$ cat src/rtl/cpu_control_hs_if.sv
// Control/handshake bundle between the multicycle controller and the lab CPU datapath.
// The master side is the controller; the slave side is the datapath and memory.
`timescale 1ns/1ps
interface cpu_control_hs_if #(
  parameter int OP_W     = 4,
  parameter int RF_SEL_W = 3,
  parameter int PC_SEL_W = 2
);
  logic                mem_wait;
  logic                mem_rddatavalid;
  logic                mem_rd;
  logic                mem_wr;
  logic                mem_addr_sel;
  logic [PC_SEL_W-1:0] pc_sel;
  logic                pc_ld;
  logic [OP_W:0]       ir;
  logic                ir_ld;
  logic [RF_SEL_W-1:0] rf_sel;
  logic                rf_write;
  logic                rf_addr_w_sel;
  logic                alu_n;
  logic                alu_z;
  logic                alu_n_ld;
  logic                alu_z_ld;
  logic                alu_b_sel;
  logic                alu_op;
  logic                retire;
  logic                halted;

  modport master (
    input  mem_wait, mem_rddatavalid, ir, alu_n, alu_z,
    output mem_rd, mem_wr, mem_addr_sel, pc_sel, pc_ld, ir_ld, rf_sel, rf_write,
           rf_addr_w_sel, alu_n_ld, alu_z_ld, alu_b_sel, alu_op, retire, halted
  );

  modport slave (
    output mem_wait, mem_rddatavalid, ir, alu_n, alu_z,
    input  mem_rd, mem_wr, mem_addr_sel, pc_sel, pc_ld, ir_ld, rf_sel, rf_write,
           rf_addr_w_sel, alu_n_ld, alu_z_ld, alu_b_sel, alu_op, retire, halted
  );
endinterface

$ cat src/rtl/cpu_control_hs.sv
// Multicycle control FSM for the lab CPU: fetch/execute/load with a wait/rddatavalid
// memory handshake, illegal-opcode trapping and a one-cycle retire pulse.
`timescale 1ns/1ps
module cpu_control_hs #(
  parameter int OP_W            = 4,
  parameter int RF_SEL_W        = 3,
  parameter int PC_SEL_W        = 2,
  parameter bit HALT_ON_ILLEGAL = 1'b1
) (
  input  logic              clk,
  input  logic              rst,
  cpu_control_hs_if.master  bus
);

  localparam logic [2:0] S_FETCH = 3'd0;
  localparam logic [2:0] S_FWAIT = 3'd1;
  localparam logic [2:0] S_EXEC  = 3'd2;
  localparam logic [2:0] S_LWAIT = 3'd3;
  localparam logic [2:0] S_HALT  = 3'd4;

  localparam logic [OP_W-1:0] OP_MV   = OP_W'(4'd0);
  localparam logic [OP_W-1:0] OP_ADD  = OP_W'(4'd1);
  localparam logic [OP_W-1:0] OP_SUB  = OP_W'(4'd2);
  localparam logic [OP_W-1:0] OP_CMP  = OP_W'(4'd3);
  localparam logic [OP_W-1:0] OP_LD   = OP_W'(4'd4);
  localparam logic [OP_W-1:0] OP_ST   = OP_W'(4'd5);
  localparam logic [OP_W-1:0] OP_MVHI = OP_W'(4'd6);
  localparam logic [OP_W-1:0] OP_J    = OP_W'(4'd8);
  localparam logic [OP_W-1:0] OP_JZ   = OP_W'(4'd9);
  localparam logic [OP_W-1:0] OP_JN   = OP_W'(4'd10);
  localparam logic [OP_W-1:0] OP_CALL = OP_W'(4'd12);

  localparam logic [PC_SEL_W-1:0] PC_REG = PC_SEL_W'(2'd0);
  localparam logic [PC_SEL_W-1:0] PC_INC = PC_SEL_W'(2'd1);
  localparam logic [PC_SEL_W-1:0] PC_IMM = PC_SEL_W'(2'd2);

  localparam logic [RF_SEL_W-1:0] RF_IMM  = RF_SEL_W'(3'd0);
  localparam logic [RF_SEL_W-1:0] RF_HI   = RF_SEL_W'(3'd1);
  localparam logic [RF_SEL_W-1:0] RF_ALU  = RF_SEL_W'(3'd2);
  localparam logic [RF_SEL_W-1:0] RF_LINK = RF_SEL_W'(3'd3);
  localparam logic [RF_SEL_W-1:0] RF_MEM  = RF_SEL_W'(3'd4);
  localparam logic [RF_SEL_W-1:0] RF_REG  = RF_SEL_W'(3'd5);

  logic [2:0]          state;
  logic [2:0]          state_nx;
  logic [OP_W-1:0]     opcode;
  logic                imm;
  logic                rd, wr, addr_sel, pc_ld, ir_ld, rf_write, rf_addr_w_sel;
  logic                n_ld, z_ld, b_sel, alu_op, retire, halted;
  logic [PC_SEL_W-1:0] pc_sel;
  logic [RF_SEL_W-1:0] rf_sel;

  assign opcode = bus.ir[OP_W-1:0];
  assign imm    = bus.ir[OP_W];

  function automatic logic [PC_SEL_W-1:0] jump_sel(input logic imm_f);
    return imm_f ? PC_IMM : PC_REG;
  endfunction

  // Next-state and output decode; combinational so handshake strobes land in the accept cycle
  always_comb begin
    rd = 1'b0; wr = 1'b0; addr_sel = 1'b0; pc_ld = 1'b0; ir_ld = 1'b0;
    rf_write = 1'b0; rf_addr_w_sel = 1'b0; n_ld = 1'b0; z_ld = 1'b0;
    b_sel = 1'b0; alu_op = 1'b0; retire = 1'b0; halted = 1'b0;
    pc_sel = PC_REG; rf_sel = RF_IMM;
    state_nx = state;
    case (state)
      S_FETCH: begin
        rd = 1'b1;
        if (!bus.mem_wait) state_nx = S_FWAIT;
        else               state_nx = S_FETCH;
      end
      S_FWAIT: begin
        if (bus.mem_rddatavalid) begin
          ir_ld    = 1'b1;
          state_nx = S_EXEC;
        end else begin
          state_nx = S_FWAIT;
        end
      end
      S_EXEC: begin
        pc_sel = PC_INC; pc_ld = 1'b1; retire = 1'b1; state_nx = S_FETCH;
        case (opcode)
          OP_MV: begin
            rf_write = 1'b1;
            rf_sel   = imm ? RF_IMM : RF_REG;
          end
          OP_ADD, OP_SUB, OP_CMP: begin
            rf_write = (opcode != OP_CMP);
            rf_sel   = RF_ALU;
            n_ld     = 1'b1;
            z_ld     = 1'b1;
            alu_op   = (opcode != OP_ADD);
            b_sel    = ~imm;
          end
          OP_LD: begin
            rd = 1'b1; addr_sel = 1'b1; retire = 1'b0;
            if (bus.mem_wait) begin
              pc_ld = 1'b0; pc_sel = PC_REG; state_nx = S_EXEC;
            end else begin
              state_nx = S_LWAIT;
            end
          end
          OP_ST: begin
            wr = 1'b1; addr_sel = 1'b1;
            if (bus.mem_wait) begin
              pc_ld = 1'b0; pc_sel = PC_REG; retire = 1'b0; state_nx = S_EXEC;
            end else begin
              state_nx = S_FETCH;
            end
          end
          OP_MVHI: begin
            rf_write = 1'b1;
            rf_sel   = RF_HI;
          end
          OP_J: pc_sel = jump_sel(imm);
          OP_JZ: begin
            if (bus.alu_z) pc_sel = jump_sel(imm);
            else           pc_sel = PC_INC;
          end
          OP_JN: begin
            if (bus.alu_n) pc_sel = jump_sel(imm);
            else           pc_sel = PC_INC;
          end
          OP_CALL: begin
            pc_sel        = jump_sel(imm);
            rf_write      = 1'b1;
            rf_sel        = RF_LINK;
            rf_addr_w_sel = 1'b1;
          end
          default: begin
            if (HALT_ON_ILLEGAL) begin
              pc_sel = PC_REG; pc_ld = 1'b0; retire = 1'b0; state_nx = S_HALT;
            end else begin
              state_nx = S_FETCH;
            end
          end
        endcase
      end
      S_LWAIT: begin
        if (bus.mem_rddatavalid) begin
          rf_write = 1'b1; rf_sel = RF_MEM; retire = 1'b1; state_nx = S_FETCH;
        end else begin
          state_nx = S_LWAIT;
        end
      end
      S_HALT: begin
        halted   = 1'b1;
        state_nx = S_HALT;
      end
      default: state_nx = S_FETCH;
    endcase
  end

  // State register; a reset drops any outstanding memory request
  always_ff @(posedge clk or posedge rst) begin
    if (rst) state <= S_FETCH;
    else     state <= state_nx;
  end

  assign bus.mem_rd        = rd & ~rst;
  assign bus.mem_wr        = wr & ~rst;
  assign bus.mem_addr_sel  = addr_sel & ~rst;
  assign bus.pc_sel        = rst ? PC_REG : pc_sel;
  assign bus.pc_ld         = pc_ld & ~rst;
  assign bus.ir_ld         = ir_ld & ~rst;
  assign bus.rf_sel        = rst ? RF_IMM : rf_sel;
  assign bus.rf_write      = rf_write & ~rst;
  assign bus.rf_addr_w_sel = rf_addr_w_sel & ~rst;
  assign bus.alu_n_ld      = n_ld & ~rst;
  assign bus.alu_z_ld      = z_ld & ~rst;
  assign bus.alu_b_sel     = b_sel & ~rst;
  assign bus.alu_op        = alu_op & ~rst;
  assign bus.retire        = retire & ~rst;
  assign bus.halted        = halted & ~rst;

endmodule
$ cat src/flat_wrapper.sv
// flat-port wrapper written by rule: the top's interface ports become plain ports
module cpu_control_hs_flat 
#(
  parameter int OP_W            = 4,
  parameter int RF_SEL_W        = 3,
  parameter int PC_SEL_W        = 2,
  parameter bit HALT_ON_ILLEGAL = 1'b1
)
  (clk, rst, bus_mem_wait, bus_mem_rddatavalid, bus_ir, bus_alu_n, bus_alu_z, bus_mem_rd, bus_mem_wr, bus_mem_addr_sel, bus_pc_sel, bus_pc_ld, bus_ir_ld, bus_rf_sel, bus_rf_write, bus_rf_addr_w_sel, bus_alu_n_ld, bus_alu_z_ld, bus_alu_b_sel, bus_alu_op, bus_retire, bus_halted);
  cpu_control_hs_if #(.OP_W(OP_W), .RF_SEL_W(RF_SEL_W), .PC_SEL_W(PC_SEL_W)) bus_i ();
  input  logic clk;
  input  logic rst;
  input wire logic [$bits(bus_i.mem_wait)-1:0] bus_mem_wait;
  input wire logic [$bits(bus_i.mem_rddatavalid)-1:0] bus_mem_rddatavalid;
  input wire logic [$bits(bus_i.ir)-1:0] bus_ir;
  input wire logic [$bits(bus_i.alu_n)-1:0] bus_alu_n;
  input wire logic [$bits(bus_i.alu_z)-1:0] bus_alu_z;
  output wire logic [$bits(bus_i.mem_rd)-1:0] bus_mem_rd;
  output wire logic [$bits(bus_i.mem_wr)-1:0] bus_mem_wr;
  output wire logic [$bits(bus_i.mem_addr_sel)-1:0] bus_mem_addr_sel;
  output wire logic [$bits(bus_i.pc_sel)-1:0] bus_pc_sel;
  output wire logic [$bits(bus_i.pc_ld)-1:0] bus_pc_ld;
  output wire logic [$bits(bus_i.ir_ld)-1:0] bus_ir_ld;
  output wire logic [$bits(bus_i.rf_sel)-1:0] bus_rf_sel;
  output wire logic [$bits(bus_i.rf_write)-1:0] bus_rf_write;
  output wire logic [$bits(bus_i.rf_addr_w_sel)-1:0] bus_rf_addr_w_sel;
  output wire logic [$bits(bus_i.alu_n_ld)-1:0] bus_alu_n_ld;
  output wire logic [$bits(bus_i.alu_z_ld)-1:0] bus_alu_z_ld;
  output wire logic [$bits(bus_i.alu_b_sel)-1:0] bus_alu_b_sel;
  output wire logic [$bits(bus_i.alu_op)-1:0] bus_alu_op;
  output wire logic [$bits(bus_i.retire)-1:0] bus_retire;
  output wire logic [$bits(bus_i.halted)-1:0] bus_halted;
  assign bus_i.mem_wait = bus_mem_wait;
  assign bus_i.mem_rddatavalid = bus_mem_rddatavalid;
  assign bus_i.ir = bus_ir;
  assign bus_i.alu_n = bus_alu_n;
  assign bus_i.alu_z = bus_alu_z;
  assign bus_mem_rd = bus_i.mem_rd;
  assign bus_mem_wr = bus_i.mem_wr;
  assign bus_mem_addr_sel = bus_i.mem_addr_sel;
  assign bus_pc_sel = bus_i.pc_sel;
  assign bus_pc_ld = bus_i.pc_ld;
  assign bus_ir_ld = bus_i.ir_ld;
  assign bus_rf_sel = bus_i.rf_sel;
  assign bus_rf_write = bus_i.rf_write;
  assign bus_rf_addr_w_sel = bus_i.rf_addr_w_sel;
  assign bus_alu_n_ld = bus_i.alu_n_ld;
  assign bus_alu_z_ld = bus_i.alu_z_ld;
  assign bus_alu_b_sel = bus_i.alu_b_sel;
  assign bus_alu_op = bus_i.alu_op;
  assign bus_retire = bus_i.retire;
  assign bus_halted = bus_i.halted;
  cpu_control_hs #(.OP_W(OP_W), .RF_SEL_W(RF_SEL_W), .PC_SEL_W(PC_SEL_W), .HALT_ON_ILLEGAL(HALT_ON_ILLEGAL)) u_core (.clk(clk), .rst(rst), .bus(bus_i));
endmodule
$ cat config.mk
export PLATFORM = sky130hd
export DESIGN_NAME = cpu_control_hs_flat
export DESIGN_NICKNAME = d
export VERILOG_FILES = /design/src/rtl/cpu_control_hs_if.sv /design/src/rtl/cpu_control_hs.sv /design/src/flat_wrapper.sv
export SDC_FILE = /design/constraint.sdc
export NUM_CORES = 1
export LEC_CHECK = 0
export ABC_CLOCK_PERIOD_IN_PS = 4580
export BUFFER_PORTS_ARGS = -buffer_cell sky130_fd_sc_hd__buf_2
export CAP_MARGIN = 5
export CORE_AREA = 3 3 41 43
export DETAILED_ROUTE_END_ITERATION = 8
export DIE_AREA = 0 0 44 46
export PLACE_DENSITY = 0.73
export SKIP_CTS_REPAIR_TIMING = 1
export SLEW_MARGIN = 0
export SYNTH_ARGS = -nofsm -noshare
export SYNTH_HDL_FRONTEND = slang
export SYNTH_SLANG_ARGS = --single-unit
$ cat constraint.sdc
create_clock -name clk -period 4.58 [get_ports clk]
set_input_delay 0.916 -clock clk [delete_from_list [all_inputs] [get_ports clk]]
set_output_delay 0.916 -clock clk [all_outputs]
set_load 0.01 [all_outputs]
==> results of run 1 <==
-- layout by cell type (no fill, tap or decap) --
| master | count |
|---|---|
| and2_1 | 2 |
| nand2_1 | 3 |
| mux2_2 | 2 |
| xor2_1 | 2 |
| o32ai_2 | 1 |
| o41ai_1 | 1 |
| nor3_1 | 4 |
| or4b_1 | 1 |
| or3b_2 | 2 |
| and3_1 | 3 |
| nand2b_1 | 4 |
| o2111a_1 | 1 |
| maj3_1 | 1 |
| dfrtp_1 | 3 |
| buf_2 | 28 |
| nor4_1 | 1 |
| nor4b_4 | 1 |
| clkbuf_1 | 1 |
| nand4_1 | 2 |
| a211oi_1 | 1 |
| o2111ai_1 | 1 |
| o211a_1 | 1 |
| o211ai_1 | 1 |
| nand3_1 | 2 |
| nor2b_1 | 1 |
| a21o_1 | 2 |
| nand4bb_1 | 1 |
| nor3b_1 | 2 |
| o21a_1 | 1 |
| a21oi_1 | 8 |
| a31oi_1 | 1 |
| nor2_1 | 8 |
| inv_1 | 2 |
| clkbuf_4 | 3 |
| o21ai_0 | 3 |
| o311ai_1 | 1 |
-- power by group through the flow --
| stage | combinational, uW | clock, uW | sequential (uW) |
|---|---|---|---|
| finish | 117 | 47.4 | 74.0 |
| global route | 130 | 50.9 | 77.9 |
| CTS | 119 | 48.6 | 73.5 |
| detailed placement | 117 | 0 | 72.4 |
| global placement | 115 | 0 | 72.5 |
| floorplan | 112 | 0 | 48.3 |
-- per-stage QoR --
stage	hold slack (ns)	worst slack, ns	cells
2_1_floorplan	0.564	1.72	79
3_3_place_gp	0.610	1.55	113
3_5_place_dp	0.622	1.54	113
4_1_cts	0.606	1.54	117
5_1_grt	0.619	1.45	117
6_report	0.604	1.53	117
-- layout make-up --
| type | count | area [um2] |
|---|---|---|
| Fill cell | 142 | 623 |
| Multi-Input combinational cell | 65 | 443 |
| Timing Repair Buffer | 28 | 140 |
| Sequential cell | 3 | 75.1 |
| Clock buffer | 4 | 26.3 |
| Tap cell | 15 | 18.8 |
| Inverter | 2 | 7.51 |
-- cells in the mapped netlist (2+ instances only) --
cell / n
dfrtp_1: 3
nand2_1: 3
inv_1: 2
clkbuf_1: 2
nor3b_1: 2
or3b_2: 2
a21o_1: 2
nand2b_1: 4
o21ai_0: 3
xor2_1: 2
nor2_1: 8
nor3_1: 4
nand3_1: 2
nand4_1: 2
a21oi_1: 8
mux2_2: 2
and2_1: 2
and3_1: 3
buf_2: 5
-- layer usage --
| metal | vias up | wire (um) |
|---|---|---|
| met5 | - | 0 |
| met4 | 0 | 0 |
| met3 | 0 | 97 |
| met2 | 19 | 801 |
| met1 | 318 | 684 |
| li1 | 341 | - |
-- logic make-up after synthesis --
group / after synthesis / share of synthesized area, %
flops: 3 / 13.0
mux: 2 / 3.90
xor+xnor: 2 / 3.04
simple gates: 37 / 39.9
buf+inv: 11 / 10.2
fa+ha+maj: 1 / 1.74
compound gates: 23 / 28.2
-- worst paths after layout --
kind / startpoint / end / slack [ns] / cells after the start
setup / recovery: bus_ir[1] / bus_mem_rd / 1.53 / 5
hold / removal: rst / u_core.state[1] / 0.60 / 2
setup reg to reg: u_core.state[1] / u_core.state[1] / 3.50 / 3
hold reg to reg: u_core.state[2] / u_core.state[1] / 0.63 / 1
max in group asynchronous: rst / u_core.state[2] / 3.84 / 2
min in group clk: u_core.state[2] / u_core.state[1] / 0.63 / 1
-- worst max-delay path, cell delays in order --
cell	delay, ns
buf_2	0.20
or4b_1	0.52
a21o_1	0.21
nor3_1	0.13
buf_2	0.16
==> summary by stage, run 1 <==
Status
The run finished with clean final reports.

Routing
The DRC marker count from the first detailed-route iteration is 17. The first detailed-routing pass took 4 iterations. The detailed-route DRC error count is 0. The via total after detailed routing is 678. The final routed wire length divided by cell count is 13.5 um. The sum of routed wire length over all layers is 1580 um. The number of nets with antenna violations after detailed routing is 0. The number of vias per cell after detailed routing is 5.79.

Die
The initial core utilization is 43.2%. 29 I/O pins were placed. In this run the vertical extent of the chip is 46 um. The area of the die is 2020 um2. The core area is 1330 um2.

The number of standard-cell rows in the floorplan is 13. The floorplan die width is 44 um.

Global route
For met2 alone, demand over resource in global routing was 29.1%. The initial antenna violation count was 0. The via count of the first global-routing pass was 612. For this run the aggregate overflow at the end of global routing stands at 0. The routing usage on met3 is 6.32%.

The first global-routing pass estimated 2560 um of wire. The routing layer with the top usage in global route is met2. The total routing resource utilization after global routing is 16.7%.

Global routing consumed, on the met1 layer, 19.5% of the routing resources. The maximum number of pins on one net before global-route repair is 21.

STA
The final critical-path share of the clock period is 66.6%. The number of pins exceeding their max-slew limit in the final report is 0. The final hold violation count came to 0.

The transition time at the pin with the least slew margin is 0.338 ns. Headroom to the max-slew limit came out at 77.4%. The highest attainable clock frequency is 328 MHz. The post-route clock skew is 0.00127 ns. The final total negative setup slack is 0 ns. Setup violations remaining at the end of the flow were counted as 0. Subtracting the final worst setup slack from the clock period gives 3.05 ns. Setup repair after global routing left no endpoint under its margin.

Cells and area
From synthesis to final layout, the design area changed by 23.2%. The number of nets at the end of the flow is 114. Cells with a size suffix above 1 make up 36.3% of the layout. At the end of the flow the core is filled with cells to 53.3%. The register with the most flip-flops in the layout has 3 of them.

The largest registers in the layout are u_core.state: 3 flops. The cell area after layout is 711 um2. The register bank with the most flops is u_core.state. The number of antenna diodes in the final layout is 0.

Pwr
The total power divided by cell area is 336 nW/um2. Sequential cells burn 31.0% of the power. IR analysis of the VDD net gives a maximum drop of 0.000194 V.

Cell internal power was estimated by the tool at 128 uW. Total power for the finished layout comes to 239 uW. The portion of total power attributed to combinational logic is 49.2%. In this run the power spent charging and discharging nets is 111 uW. The clock group share of total power is 19.8%. The static leakage power is 0.000362 uW. The switching power share of the total is 46.5%.

Worst setup path
STA puts the critical path data required time at 3.66 ns. STA classifies the critical path startpoint as an input port. The signal arrival time at the worst endpoint is 2.14 ns. By startpoint and endpoint, the worst setup path is classified as input port to output pin. The maximum net fanout on the critical path is 20. The endpoint kind of the worst setup timing path is an output pin.

Synth
The post-synthesis area per instance is 7.30 um2. The net count after synthesis is 90. The synthesized area is 577 um2.

Counting flops with a built-in enable in the synthesized netlist gives 0. The most used flip-flop cell after synthesis is dfrtp_1. Of all flip-flops after synthesis, the portion carrying an async set or reset was 100%.

The top cell type's share of synthesized area is 13.0%. The number of distinct standard cells referenced by the synthesized netlist is 37. After synthesis, the cell types taking the most area are dfrtp_1 (13%), a21oi_1 (6.9%), nor2_1 (5.2%), buf_2 (4.3%), nand2b_1 (4.3%). Of all cell types, the one taking the most synthesized area is dfrtp_1. The share of the Yosys chip area taken by registers is 13.0%. The synthesized design contains 3 register bits. The cell count after synthesis came out at 79. During synthesis, Yosys emitted a total of 0 warnings.

Clock tree
The number of buffers between clock root and the deepest sink is 2. CTS saw 3 sinks. After clock tree synthesis, the clock-pin slew on the worst setup and hold paths is 0.04 ns. Buffers inserted during clock tree synthesis total 3. The root buffer cell is clkbuf_4. The clock tree from TritonCTS is built. The clock latency reported for the late side of the worst-skew pair is 0.23 ns. In this run the number of H-tree levels came out at 1.

Place
The number of input and output port buffers inserted is 28. The post-DP HPWL is 1160 um. The routability congestion estimate is 0.762. After detailed placement, the total cell area comes to 684 um2.

Min path
The worst min-delay path category is input port to asynchronous set/reset pin.

Job
The reported max-cap violation count is 0.
No activity file was read; power rests on OpenSTA's default activity.
==> inputs of run 2 (changes only) <==
--- a/config.mk
+++ b/config.mk
@@ -5,13 +5,14 @@
 export SDC_FILE = /design/constraint.sdc
 export NUM_CORES = 1
 export LEC_CHECK = 0
-export ABC_CLOCK_PERIOD_IN_PS = 4580
+export ABC_AREA = 1
+export ABC_CLOCK_PERIOD_IN_PS = 2500
 export BUFFER_PORTS_ARGS = -buffer_cell sky130_fd_sc_hd__buf_2
 export CAP_MARGIN = 5
 export CORE_AREA = 3 3 41 43
 export DETAILED_ROUTE_END_ITERATION = 8
 export DIE_AREA = 0 0 44 46
-export PLACE_DENSITY = 0.73
+export PLACE_DENSITY = 0.7
 export SKIP_CTS_REPAIR_TIMING = 1
 export SLEW_MARGIN = 0
 export SYNTH_ARGS = -nofsm -noshare
==> constraint.sdc (replaced) <==
create_clock -name clk -period 2.5 [get_ports clk]
set_input_delay 0.5 -clock clk [delete_from_list [all_inputs] [get_ports clk]]
set_output_delay 0.5 -clock clk [all_outputs]
set_load 0.01 [all_outputs]
==> run 2 against run 1 <==
Register-to-register slack worse by 2.0 ns. Clock power rose by 75%. Synthesized cell count increased by 11%. Global-route usage decreased by 3.1 points. Combinational power increased by 98%. Clock skew rose by 0.0030 ns. Final cell count up 14%. Die area did not move. Clock-buffer cell count unchanged. Total power rose by 76%.
==> summary by stage, run 2 <==
Synth
The area fraction in and, or, nand and nor cells after synthesis was 53.2% (was 39.9%). The area share of fa/ha/maj cells after synthesis came to 0% (was 1.74%). The post-synthesis area per instance is 5.77 um2 (was 7.30 um2). Cell types occupying the most area after synthesis: dfrtp_1 (15%), nand2_1 (14%), inv_1 (10%), nor2_1 (9.6%), nand3_1 (8.9%) (was dfrtp_1 (13%), a21oi_1 (6.9%), nor2_1 (5.2%), buf_2 (4.3%), nand2b_1 (4.3%)). The net count after synthesis is 99 (was 90). The share of cell area taken by muxes after synthesis is 0% (was 3.90%). The most used flip-flop cell after synthesis was dfrtp_1 (unchanged).

The synthesized area was 508 um2 (was 577 um2). The synthesis warning total was 0 (unchanged). The synthesized netlist cell count is 88 (was 79). The number of distinct standard cells referenced by the synthesized netlist is 25 (was 37). The library cell with the highest instance count after synthesis is nand2_1.

The number of enable flip-flop cells after synthesis is 0 (unchanged). The number of storage elements in the synthesis netlist was 3 (unchanged). The largest family of logic cells by synthesized area is simple AND/OR/NAND/NOR gates (unchanged). The sequential area share after synthesis is 14.8% (was 13.0%).

The async set-reset flop share out of synthesis is 100% (unchanged). The share of the synthesized area in compound gates (AO/OA/AOI/OAI) is 15.8% (was 28.2%). Cell types with the highest counts after synthesis: nand2_1 (19), inv_1 (14), nor2_1 (13) (was a21oi_1 (8), nor2_1 (8), buf_2 (5)).

The dominant cell type by area after synthesis is dfrtp_1 (unchanged). The top cell type's share of synthesized area is 14.8% (was 13.0%). The xor and xnor area share after synthesis was 0% (was 3.04%).

Pwr
The switching power share of the total came to 48.9% (was 46.5%). The portion of total power attributed to combinational logic is 55.2% (was 49.2%). The post-route total power is 420 uW (was 239 uW). The static leakage power is 0.000410 uW (was 0.000362 uW). The switching component of the power came to 205 uW (was 111 uW). The clock group share of total power is 19.8% (about the same). The proportion of power drawn by flip-flops and latches came to 25.0% (was 31.0%). The total power divided by cell area came to 617 nW/um2 (was 336 nW/um2). The cell-internal power is 215 uW (was 128 uW).

The maximum vdd drop was 0.000309 V (was 0.000194 V).

Cells and area
Top Registers: u_core.state: 3 flops (unchanged). The number of antenna diodes is 0 (unchanged). The number of flip-flops in the largest register was 3 (unchanged).

The register bank with the most flops was u_core.state (unchanged). The synthesis-to-layout area growth is 34.0% (was 23.2%). The commonest non-fill, non-tap cell in the layout is buf_2 (unchanged). The number of nets at the end of the flow is 130 (was 114). Most used cells in the layout excluding fill and tap cells: buf_2 (28), nand2_1 (19), inv_1 (14) (was buf_2 (28), a21oi_1 (8), nor2_1 (8)). The number of filler cells placed in the layout is 150 (was 142). The fraction of layout instances using a drive strength above 1 is 36.4% (was 36.3%).

Routing
The number of vias per cell after detailed routing is 4.90 (was 5.79). The detailed-route DRC error count is 0 (unchanged). The number of iterations in the first detailed-routing pass was 4 (unchanged). The number of nets with antenna violations after detailed routing is 0 (unchanged). The DRC marker count from the first detailed-route iteration came to 13 (was 17).

The sum of routed wire length over all layers is 1380 um (was 1580 um). The via total after detailed routing is 652 (was 678). The final routed wire length divided by cell count is 10.4 um (was 13.5 um).

STA
The clock period could shrink to 2.01 ns. The tightest slew margin relative to the limit is 84.9% (was 77.4%). The setup violation total in the final timing report came to 0 (unchanged). The final critical-path share of the clock period is 80.3%. The worst hold-check slack is 0.246 ns (was 0.604 ns). The final total negative setup slack came to 0 ns (unchanged). The number of pins exceeding their max-slew limit in the final report came to 0 (unchanged). Setup repair after global routing missed its margin: no (unchanged). The minimum setup slack in the final design is 0.492 ns (was 1.53 ns).

The final hold violation count is 0 (unchanged). Derived from the worst setup path, the maximum achievable clock frequency is 498 MHz. The transition time at the pin with the least slew margin is 0.225 ns (was 0.338 ns). The post-route clock skew is 0.00430 ns (was 0.00127 ns).

Place
The worst setup timing slack at the placement stage is 0.497 ns (was 1.54 ns). The routability congestion estimate is 0.853 (was 0.762). The number of input and output port buffers inserted is 28 (unchanged). The post-DP HPWL is 1180 um (was 1160 um).

Global route
The wire length of the first global-routing pass is 2140 um (was 2560 um). The initial antenna violation count is 0 (unchanged). The overflow left after global routing is 0 (unchanged).

The total routing resource utilization after global routing is 13.7% (was 16.7%). The via count of the first global-routing pass came to 560 (was 612). The maximum number of pins on one net before global-route repair is 9 (was 21).

Min path
The worst min-delay path category is input port to asynchronous set/reset pin (unchanged).

Job
The reported max-cap violation count came to 0 (unchanged).

Die
The area of the die is 2020 um2 (unchanged). The overall die height was 46 um (unchanged). The number of standard-cell rows in the floorplan is 13 (unchanged). The initial core utilization is 38.1% (was 43.2%). The I/O pin count is 29 (unchanged). The core area is 1330 um2 (unchanged). The floorplan die width was 44 um (unchanged).

Clock tree
The clock tree from TritonCTS is built (unchanged). The root buffer cell is clkbuf_4 (unchanged). The CTS clock-pin slew for the worst setup and hold paths is 0.04 ns (about the same).

The level count of the clock H-tree is 1 (unchanged). The number of buffers between clock root and the deepest sink is 2 (unchanged). The TritonCTS sink count is 3 (unchanged). The number of CTS-inserted buffers is 3 (unchanged). The clock latency reported for the late side of the worst-skew pair is 0.23 ns (about the same).

Status
Outcome: finished, final reports clean (unchanged).

Worst setup path
The maximum single-stage delay on the critical path is 0.42 ns (was 0.52 ns). The endpoint kind of the worst setup timing path is an output pin (unchanged). The master of the slowest instance on the critical path is dfrtp_1 (was or4b_1). The launching element type of the critical path was a flop (was input port). The maximum net fanout on the critical path is 8 (was 20). The data required time at the worst endpoint came to 2.00 ns (was 3.66 ns). The signal arrival time at the worst endpoint is 1.51 ns (was 2.14 ns).

Cell-by-cell listing of the critical path: nor3_4 > inv_2 > nor2_8 > inv_4 > a31oi_2 > buf_2 (was buf_2 > or4b_1 > a21o_1 > nor3_1 > buf_2). The path type of the worst setup path is flop to output pin (was input port to output pin).
-- run 2: cell count changes in the layout (fill, tap and decap cells not counted), moves of 3 or more --
cell	before	now
nand2_1	3	19
inv_1	2	14
nand3_1	2	9
a21oi_1	8	2
nor2_1	8	13
nand2b_1	4	0
and3_1	3	0
inv_2	0	3
o21ai_1	0	3
-- run 2: cell families (layout without fill, tap and decap cells) --
kind of cell           Yosys count  count (layout)
buffers and inverters           20              50
flip-flops                       3               3
AND/OR/NAND/NOR                 53              53
AO/OA/AOI/OAI                   12              12
-- run 2: worst paths after layout --
kind / cells past startpoint / from / end / slack [ns]
setup / recovery: 6 / u_core.state[2] / bus_rf_sel[0] / 0.49
hold / removal: 2 / rst / u_core.state[2] / 0.25
setup reg to reg: 3 / u_core.state[2] / u_core.state[0] / 1.47
hold reg to reg: 2 / u_core.state[1] / u_core.state[1] / 0.61
max in group asynchronous: 2 / rst / u_core.state[1] / 2.10
min in group clk: 2 / bus_mem_wait / u_core.state[0] / 0.50
-- run 2: per-stage QoR --
stage                     utilization, %  cells  instance area (um2)
final                               51.0    133                  681
after floorplan                        -     88                  508
after CTS                           51.0    133                  681
after detailed placement            49.1    129                  654
after global placement              49.1    129                  654
after global routing                51.0    133                  681
-- run 2: routing by layer --
layer	global-route usage, %	wire [um]
met2	22.7	681
met4	3.61	0
met1	18.8	656
met5	0	0
met3	1.19	46
-- run 2: critical path: cells and delay by family (launching register included) --
kind,cells,cell delay [ns]
buffers and inverters,3,0.32
DFF,1,0.42
AOI/OAI and AO/OA,1,0.12
and+or+nand+nor,2,0.40
-- run 2: area by class of cell --
class	count	area (um2)	share of cell area (%)
multi-input cells	65	350	51.5
repair buffers	28	140	20.6
well taps	15	18.8	2.76
inverters	18	70.1	10.3
clock buffers	4	26.3	3.86
flip-flops and latches	3	75.1	11.0
-- run 2: power by group through the flow --
stage	clock (uW)	combinational, uW	sequential (uW)
2_1_floorplan	0	169	101
3_3_place_gp	0	231	105
3_5_place_dp	0	234	106
4_1_cts	86.8	235	105
5_1_grt	94.7	266	107
6_report	83.0	232	105
